### config.mk
export PLATFORM = sky130hd
export DESIGN_NAME = delay_slew
export DESIGN_NICKNAME = d
export VERILOG_FILES = /design/src/rtl/rfds_pkg.sv /design/src/rtl/valid_divider.sv /design/src/rtl/delay_slew.sv
export SDC_FILE = /design/constraint.sdc
export NUM_CORES = 1
export LEC_CHECK = 0
export CORE_MARGIN = 4
export CORE_UTILIZATION = 60
export DETAILED_ROUTE_END_ITERATION = 8
export PLACE_DENSITY = 0.84
export SYNTH_ARGS = -nofsm -noshare
export SYNTH_HDL_FRONTEND = slang
export SYNTH_SLANG_ARGS = --single-unit
### constraint.sdc
create_clock -name clk_i -period 9.46 [get_ports clk_i]
set_input_delay 1.419 -clock clk_i [delete_from_list [all_inputs] [get_ports clk_i]]
set_output_delay 1.419 -clock clk_i [all_outputs]
set_load 0.02 [all_outputs]
### src/rtl/rfds_pkg.sv
// Shared definitions for the runtime delay-setting controller: default widths,
// the slew FSM encoding and the downstream delay-line latency used by benches.
package rfds_pkg;

  localparam int unsigned DELAY_W        = 15;
  localparam int unsigned RATE_W         = 16;
  localparam int unsigned DELAY_LINE_LAT = 1;

  typedef enum logic [1:0] {
    StIdle,
    StSlewUp,
    StSlewDown,
    StJump
  } slew_state_e;

endpackage

### src/rtl/valid_divider.sv
// Counts enabled samples and emits a one-cycle tick on every rate-th one.
// The tick is combinational so the owner can act on the same edge.
module valid_divider
  import rfds_pkg::*;
#(
  parameter int unsigned RateW = RATE_W
) (
  input  logic             clk_i,
  input  logic             rst_ni,
  input  logic             clear_i,
  input  logic             en_i,
  input  logic [RateW-1:0] rate_i,
  output logic             tick_o
);

  logic [RateW-1:0] cnt_q, cnt_d;
  logic             at_end;

  assign at_end = (cnt_q == rate_i - RateW'(1));
  assign tick_o = en_i & ~clear_i & at_end;

  always_comb begin
    cnt_d = cnt_q;
    if (clear_i) begin
      cnt_d = '0;
    end else if (en_i) begin
      cnt_d = at_end ? '0 : cnt_q + RateW'(1);
    end
  end

  always_ff @(posedge clk_i or negedge rst_ni) begin
    if (!rst_ni) begin
      cnt_q <= '0;
    end else begin
      cnt_q <= cnt_d;
    end
  end

endmodule

### src/rtl/delay_slew.sv
// Moves the delay-line setting toward a commanded target one sample at a time,
// paced by the sample strobe, so delay changes never jump unless asked to.
module delay_slew
  import rfds_pkg::*;
#(
  parameter int unsigned DelayW = DELAY_W,
  parameter int unsigned RateW  = RATE_W
) (
  input  logic              clk_i,
  input  logic              rst_ni,
  input  logic              data_valid_i,
  input  logic              freeze_i,
  input  logic              cfg_stb_i,
  input  logic [DelayW-1:0] cfg_target_i,
  input  logic [RateW-1:0]  cfg_rate_i,
  output logic              cfg_ack_o,
  output logic [DelayW-1:0] delay_o,
  output logic              busy_o,
  output logic              step_o
);

  slew_state_e       state_q, state_d;
  logic [DelayW-1:0] delay_q, delay_d;
  logic [DelayW-1:0] target_q, target_d;
  logic [RateW-1:0]  rate_q, rate_d;
  logic              ack_q, ack_d;
  logic              step_q, step_d;
  logic              adv, slewing, tick;

  assign adv     = data_valid_i & ~freeze_i;
  assign slewing = (state_q == StSlewUp) || (state_q == StSlewDown);

  valid_divider #(
    .RateW(RateW)
  ) u_divider (
    .clk_i  (clk_i),
    .rst_ni (rst_ni),
    .clear_i(cfg_stb_i),
    .en_i   (adv & slewing),
    .rate_i (rate_q),
    .tick_o (tick)
  );

  always_comb begin
    state_d  = state_q;
    delay_d  = delay_q;
    target_d = target_q;
    rate_d   = rate_q;
    ack_d    = 1'b0;
    step_d   = 1'b0;
    // A command pre-empts any pacing on the same edge.
    if (cfg_stb_i) begin
      target_d = cfg_target_i;
      rate_d   = cfg_rate_i;
      ack_d    = 1'b1;
      if (cfg_target_i == delay_q) begin
        state_d = StIdle;
      end else if (cfg_rate_i == '0) begin
        state_d = StJump;
      end else if (cfg_target_i > delay_q) begin
        state_d = StSlewUp;
      end else begin
        state_d = StSlewDown;
      end
    end else begin
      unique case (state_q)
        StSlewUp: begin
          if (tick) begin
            delay_d = delay_q + DelayW'(1);
            step_d  = 1'b1;
            if (delay_d == target_q) state_d = StIdle;
          end
        end
        StSlewDown: begin
          if (tick) begin
            delay_d = delay_q - DelayW'(1);
            step_d  = 1'b1;
            if (delay_d == target_q) state_d = StIdle;
          end
        end
        StJump: begin
          if (adv) begin
            delay_d = target_q;
            step_d  = 1'b1;
            state_d = StIdle;
          end
        end
        default: ;
      endcase
    end
  end

  always_ff @(posedge clk_i or negedge rst_ni) begin
    if (!rst_ni) begin
      state_q  <= StIdle;
      delay_q  <= '0;
      target_q <= '0;
      rate_q   <= '0;
      ack_q    <= 1'b0;
      step_q   <= 1'b0;
    end else begin
      state_q  <= state_d;
      delay_q  <= delay_d;
      target_q <= target_d;
      rate_q   <= rate_d;
      ack_q    <= ack_d;
      step_q   <= step_d;
    end
  end

  assign cfg_ack_o = ack_q;
  assign delay_o   = delay_q;
  assign step_o    = step_q;
  assign busy_o    = (state_q != StIdle);

endmodule

==> results of run 1 <==
-- synth_stat cells (2+ instances only) --
cell type  instances  area, µm²
a21o_1            10       75.1
a211o_1            2       17.5
buf_1              3       11.3
ha_1              24        300
a21oi_1           26        130
o31ai_1            7       52.6
nand3_1           29        145
or3_1              5       31.3
xor2_1            14        123
a22oi_1            2       15.0
clkbuf_1          32        120
a2bb2oi_1          2       17.5
o21a_1             4       30.0
o32ai_1            3       26.3
xnor2_1           46        403
a221oi_1           6       52.6
and2_1             4       25.0
and4_1             5       43.8
a21boi_0           2       15.0
nand4_1           14       87.6
nor4_1            14       87.6
nor3b_1            5       37.5
a2111oi_0          4       35.0
a31oi_1            8       50.1
o31a_1             3       26.3
dfrtp_1           66       1650
a21oi_2            2       17.5
a221o_1            3       30.0
mux2i_1            9       90.1
buf_2              4       20.0
or2_2              2       12.5
a22o_1             6       52.6
and3_1            10       62.6
a211oi_1           4       30.0
o221ai_1           2       17.5
or4_1              3       22.5
nand3b_1           3       22.5
nand2_1           45        169
o21ai_1            7       35.0
nor3_1            16       80.1
mux2_2            28        315
inv_1             30        113
nor2b_1            6       37.5
o21ai_0           34        170
nor2_1            34        128
-- cell type report --
class	instances	area (µm²)	area share
inverters	30	113	0.0187
clock buffers	9	124	0.0206
repair buffers	57	551	0.0915
well taps	105	131	0.0218
multi-input cells	474	3320	0.552
flip-flops and latches	66	1650	0.274
clock inverters	7	125	0.0208
-- per-stage QoR --
stage	cells	worst slack, ns	utilization	total power [mW]
after floorplan	610	6.08	-	0.996
after global placement	732	5.58	0.688	1.24
after detailed placement	732	5.33	0.688	1.26
after CTS	748	5.71	0.718	1.57
after global routing	748	5.50	0.718	1.68
final	748	5.66	0.718	1.59
-- power by group through the flow --
| stage | Combinational [mW] | Clock, mW | Sequential, mW |
|---|---|---|---|
| after floorplan | 0.582 | 0 | 0.414 |
| after global placement | 0.785 | 0 | 0.457 |
| after detailed placement | 0.801 | 0 | 0.461 |
| after CTS | 0.809 | 0.306 | 0.454 |
| after global routing | 0.889 | 0.317 | 0.470 |
| final | 0.823 | 0.302 | 0.459 |
-- cell usage in the layout (no fill, tap or decap), types with 7 or more instances in the layout --
cell type and n:
nor3_1 16, mux2i_1 9, o21ai_1 7, a21o_1 10, clkdlybuf4s50_1 51, dfrtp_1 66, a21oi_1 26, xor2_1 14
mux2_2 28, nand4_1 14, nand2_1 45, o31ai_1 7, a31oi_1 8, clkbuf_8 9, nand3_1 29, and3_1 10
xnor2_1 46, inv_1 30, nor4_1 14, o21ai_0 34, nor2_1 34, ha_1 24
-- state kept, by name, indices dropped and copies added, names as in the netlist --
name and cells:
rate_q 16, delay_o 15, state_q 2, u_divider.cnt_q 16, cfg_ack_o 1, target_q 15
step_o 1
-- per-layer routing --
| layer | GRT usage | part of all wire |
|---|---|---|
| met5 | 0 | 0 |
| met3 | 0.0696 | 0.085 |
| met4 | 0.0808 | 0.015 |
| met2 | 0.469 | 0.45 |
| met1 | 0.437 | 0.45 |
-- critical path: stages (launching register included) --
cell	delay [ns]
dfrtp_1	0.43
inv_1	0.09
ha_1	0.20
or4b_1	0.59
a2111oi_0	0.61
nand3_1	0.21
nor4_4	0.55
a21oi_2	0.32
nand2b_4	0.32
o31a_1	0.35
-- final timing paths --
kind	from	endpoint	depth (start not counted)	slack, ns
min reg2reg	rate_q[15]	rate_q[15]	1	0.56
max	rate_q[0]	delay_o[14]	9	5.66
min in group asynchronous	rst_ni	target_q[7]	2	1.25
max reg2reg	rate_q[0]	delay_o[14]	9	5.66
max in group asynchronous	rst_ni	target_q[0]	2	7.63
min	rate_q[15]	rate_q[15]	1	0.56
-- logic make-up (layout without fill, tap and decap cells) --
group,Yosys count,after routing,synth area share
simple gates,202,202,0.204
mux,37,37,0.0772
fa+ha+maj,24,24,0.0572
buf+inv,70,103,0.0524
xor+xnor,60,60,0.100
compound gates,151,151,0.195
flops,66,66,0.315
==> metrics, run 1 <==
Seq cells post-synth=66; H-tree depth=3; Comb pwr share=0.519; port bufs=53; die boundary width=102 µm; die height=102 µm; fin nets=698; Sw Share=0.463; Max-Cap Viols=0; vias in the first global route=4719; row count=33; core area=8380 µm²; hold_ws=0.562 ns; Slew @ Worst Pin=1.28 ns; share of cells above drive strength 1=0.0902; DR pass1 iterations=5; achievable frequency=263 MHz; placer congestion estimate=0.939; Post-CTS Hold Fix Bufs=0; Int Pwr=0.852 mW; number of synthesized flops with an enable pin=0; Psw=0.734 mW; post-synth net total=670; placed standard-cell area=5770 µm²; GRT Total Usage=0.306; Routed Wire Length=15300 µm; ant diodes=0; fillers=683; Yosys cell types=67; fraction of registers with async set or reset after synthesis=1.00; Initial Util=0.627; required time of the critical path=9.70 ns; Syn Area/Cell=8.61 µm²; Max-slew headroom=0.147; final antenna-violating net count=0; part of the cycle the worst path needs=0.402; WL per Instance=20.4 µm; Boundary Pins=54; setup repair bufs after CTS=0; Leakage=2.38 nW; Mapped Cells=610; worst-path fanout max=16; Worst Path Arrival=4.03 ns; setup_tns=0 ns; critical setup path kind=reg -> reg; first-pass GRT wire length=24500 µm; clock share of power=0.191; DRC Markers=0; Worst setup EP type=flop; Max Root-Sink Buffers=2; clock skew=0.0144 ns; largest net degree at the start of global routing=67; max-slew violation count=0; status=finished clean; initial antenna violation count=0; VDD IR-drop max=0.158 mV; design area=6020 µm²; Iteration-0 DRC Markers=400; Mapped Area=5250 µm²; Setup-failing EPs final=0; RSZ-0062 raised after global routing=no; CTS tree=done; Reg clk slew, reported paths=0.08 ns; worst skew pair latency=0.36 ns; Congestion Overflow GR=0; synthesis-to-layout area growth=14.6%; Final Hold Viols=0; PD cells=263 nW/µm²; Vias=4967; crit path launch type=flop; Final min period=3.80 ns; CTS root buf=clkbuf_8; Synthesis Warnings=0; area of the die=10300 µm²; DP Wirelength=11100 µm; Inserted Clock Buffers=9; Hold Crit Class=reg -> reg; CTS Sinks=66; vias per cell=6.64; Post-CTS Resized=0; prevailing post-synth register cell=dfrtp_1; Seq pwr share=0.290; sequential area share after synthesis=0.315
(Power assumes the default switching activity.)
==> run 2: changes to the inputs <==
--- a/config.mk
+++ b/config.mk
@@ -6,9 +6,9 @@
 export NUM_CORES = 1
 export LEC_CHECK = 0
 export CORE_MARGIN = 4
-export CORE_UTILIZATION = 60
+export CORE_UTILIZATION = 53
 export DETAILED_ROUTE_END_ITERATION = 8
-export PLACE_DENSITY = 0.84
+export PLACE_DENSITY = 0.78
 export SYNTH_ARGS = -nofsm -noshare
 export SYNTH_HDL_FRONTEND = slang
 export SYNTH_SLANG_ARGS = --single-unit
==> constraint.sdc (replaced) <==
create_clock -name clk_i -period 3.3 [get_ports clk_i]
set_input_delay 0.495 -clock clk_i [delete_from_list [all_inputs] [get_ports clk_i]]
set_output_delay 0.495 -clock clk_i [all_outputs]
set_load 0.02 [all_outputs]
==> metrics, run 2 (synthesized netlist as in run 1, its figures left out) <==
status=finished clean; crit-path cells=inv_1, ha_1, or4b_4, or3b_4, xnor2_2, nand3_1, nor4_4, a21oi_2, a2111oi_0, o2bb2ai_1; total power=4.73 mW; worst path bufs/invs=1; Max-Cap Viols=0; fillers=824; Worst setup EP type=flop; part of the cycle the worst path needs=0.968; Iteration-0 DRC Markers=553; placed cells=788; final antenna-violating net count=0; vias per cell=6.28; port bufs=53; setup_tns=0 ns; CTS Sinks=66; VDD IR-drop max=0.502 mV; hold_ws=0.153 ns; H-tree depth=3; Crit path max-delay family=simple AND/OR/NAND/NOR gates; share of cells above drive strength 1=0.139; Multi-input gate area=3350 µm²; synthesis-to-layout area growth=20.6%; first-pass GRT wire length=25600 µm; PD cells=747 nW/µm²; Final min period=3.19 ns; max-slew violation count=0; ant diodes=0; Max Root-Sink Buffers=2; achievable frequency=313 MHz; worst-path fanout max=6; DR pass1 iterations=5; Routed Wire Length=16000 µm; largest net degree at the start of global routing=41; worst skew pair latency=0.37 ns; clock skew=0.0130 ns; Hold Crit Class=in -> async; Slew @ Worst Pin=1.21 ns; CTS root buf=clkbuf_8; area of the die=11600 µm²; Worst path max stage delay=0.52 ns; most frequent cells in the layout=dfrtp_1, clkdlybuf4s50_1, nand2_1, xnor2_1, buf_4; Finished Layout Cells=809; placer congestion estimate=0.973; Boundary Pins=54; Final Hold Viols=0; row count=36; critical setup path kind=reg -> reg; Setup-failing EPs final=0; vias in the first global route=4855; Leakage=2.55 nW; core area=9730 µm²; CTS tree=done; Reg clk slew, reported paths=0.08 ns; die height=108 µm; required time of the critical path=3.55 ns; crit path launch type=flop; Initial Util=0.540; commonest non-fill, non-tap cell in the layout=dfrtp_1; Post-CTS Hold Fix Bufs=0; die boundary width=108 µm; Congestion Overflow GR=0; fin nets=731; top flop regs=rate_q x16, u_divider.cnt_q x16; Vias=5081; Inserted Clock Buffers=9; Reg area=1650 µm²; Max-slew headroom=0.192; slowest CP cell=or4b_4; initial antenna violation count=0; Worst Path Arrival=3.44 ns; DRC Markers=0; GRT Total Usage=0.285; WL per Instance=19.8 µm; DP Wirelength=11800 µm; final core utilization=0.651
==> run 2: path summary, 6_finish.rpt <==
kind / from / cells past startpoint / endpoint / slack (ns)
min in group clk_i: cfg_stb_i / 2 / cfg_ack_o / 0.54
worst max register to register: rate_q[0] / 10 / delay_o[11] / 0.11
worst min register to register: u_divider.cnt_q[8] / 1 / u_divider.cnt_q[8] / 0.55
worst max-delay path: rate_q[0] / 10 / delay_o[11] / 0.11
max in group asynchronous: rst_ni / 2 / u_divider.cnt_q[10] / 2.47
worst min-delay path: rst_ni / 1 / delay_o[11] / 0.15
==> run 2: repair_timing <==
item,CTS,global route
resized for setup,1,6
buffers inserted,0,5
setup endpoints to repair,18,5
pin swaps,1,2
==> run 2: final cells by class <==
cell class                 instances  share of cell area
inverter                          30              0.0178
clock inverter                     5              0.0162
timing repair buffer              90               0.129
multi-input combinational        474               0.529
clock buffer                      11              0.0208
tap                              133              0.0263
sequential                        66               0.261
==> run 2: layer usage <==
layer  routed length [µm]  up-vias  global-route usage  part of all wire
li1                     -     2356                   -                 -
met1                 6930     2427               0.402              0.43
met4                  315        0              0.0875             0.020
met2                 7230      267               0.425              0.45
met5                    0        -                   0                 0
met3                 1500       31              0.0798             0.094
==> run 2: power breakdown <==
part / switching (mW) / leakage [nW] / internal (mW) / total [mW]
sequential: 0.275 / 0.814 / 0.949 / 1.22
combinational: 1.52 / 1.62 / 1.13 / 2.66
clock: 0.343 / 0.114 / 0.501 / 0.845
==> run 2: per-stage QoR <==
stage	worst slack, ns	cell area (µm²)
6_report	0.107	6330
5_1_grt	-0.0126	6330
2_1_floorplan	0.173	5260
4_1_cts	0.0803	6270
3_5_place_dp	-0.0727	6030
3_3_place_gp	0.0980	6030
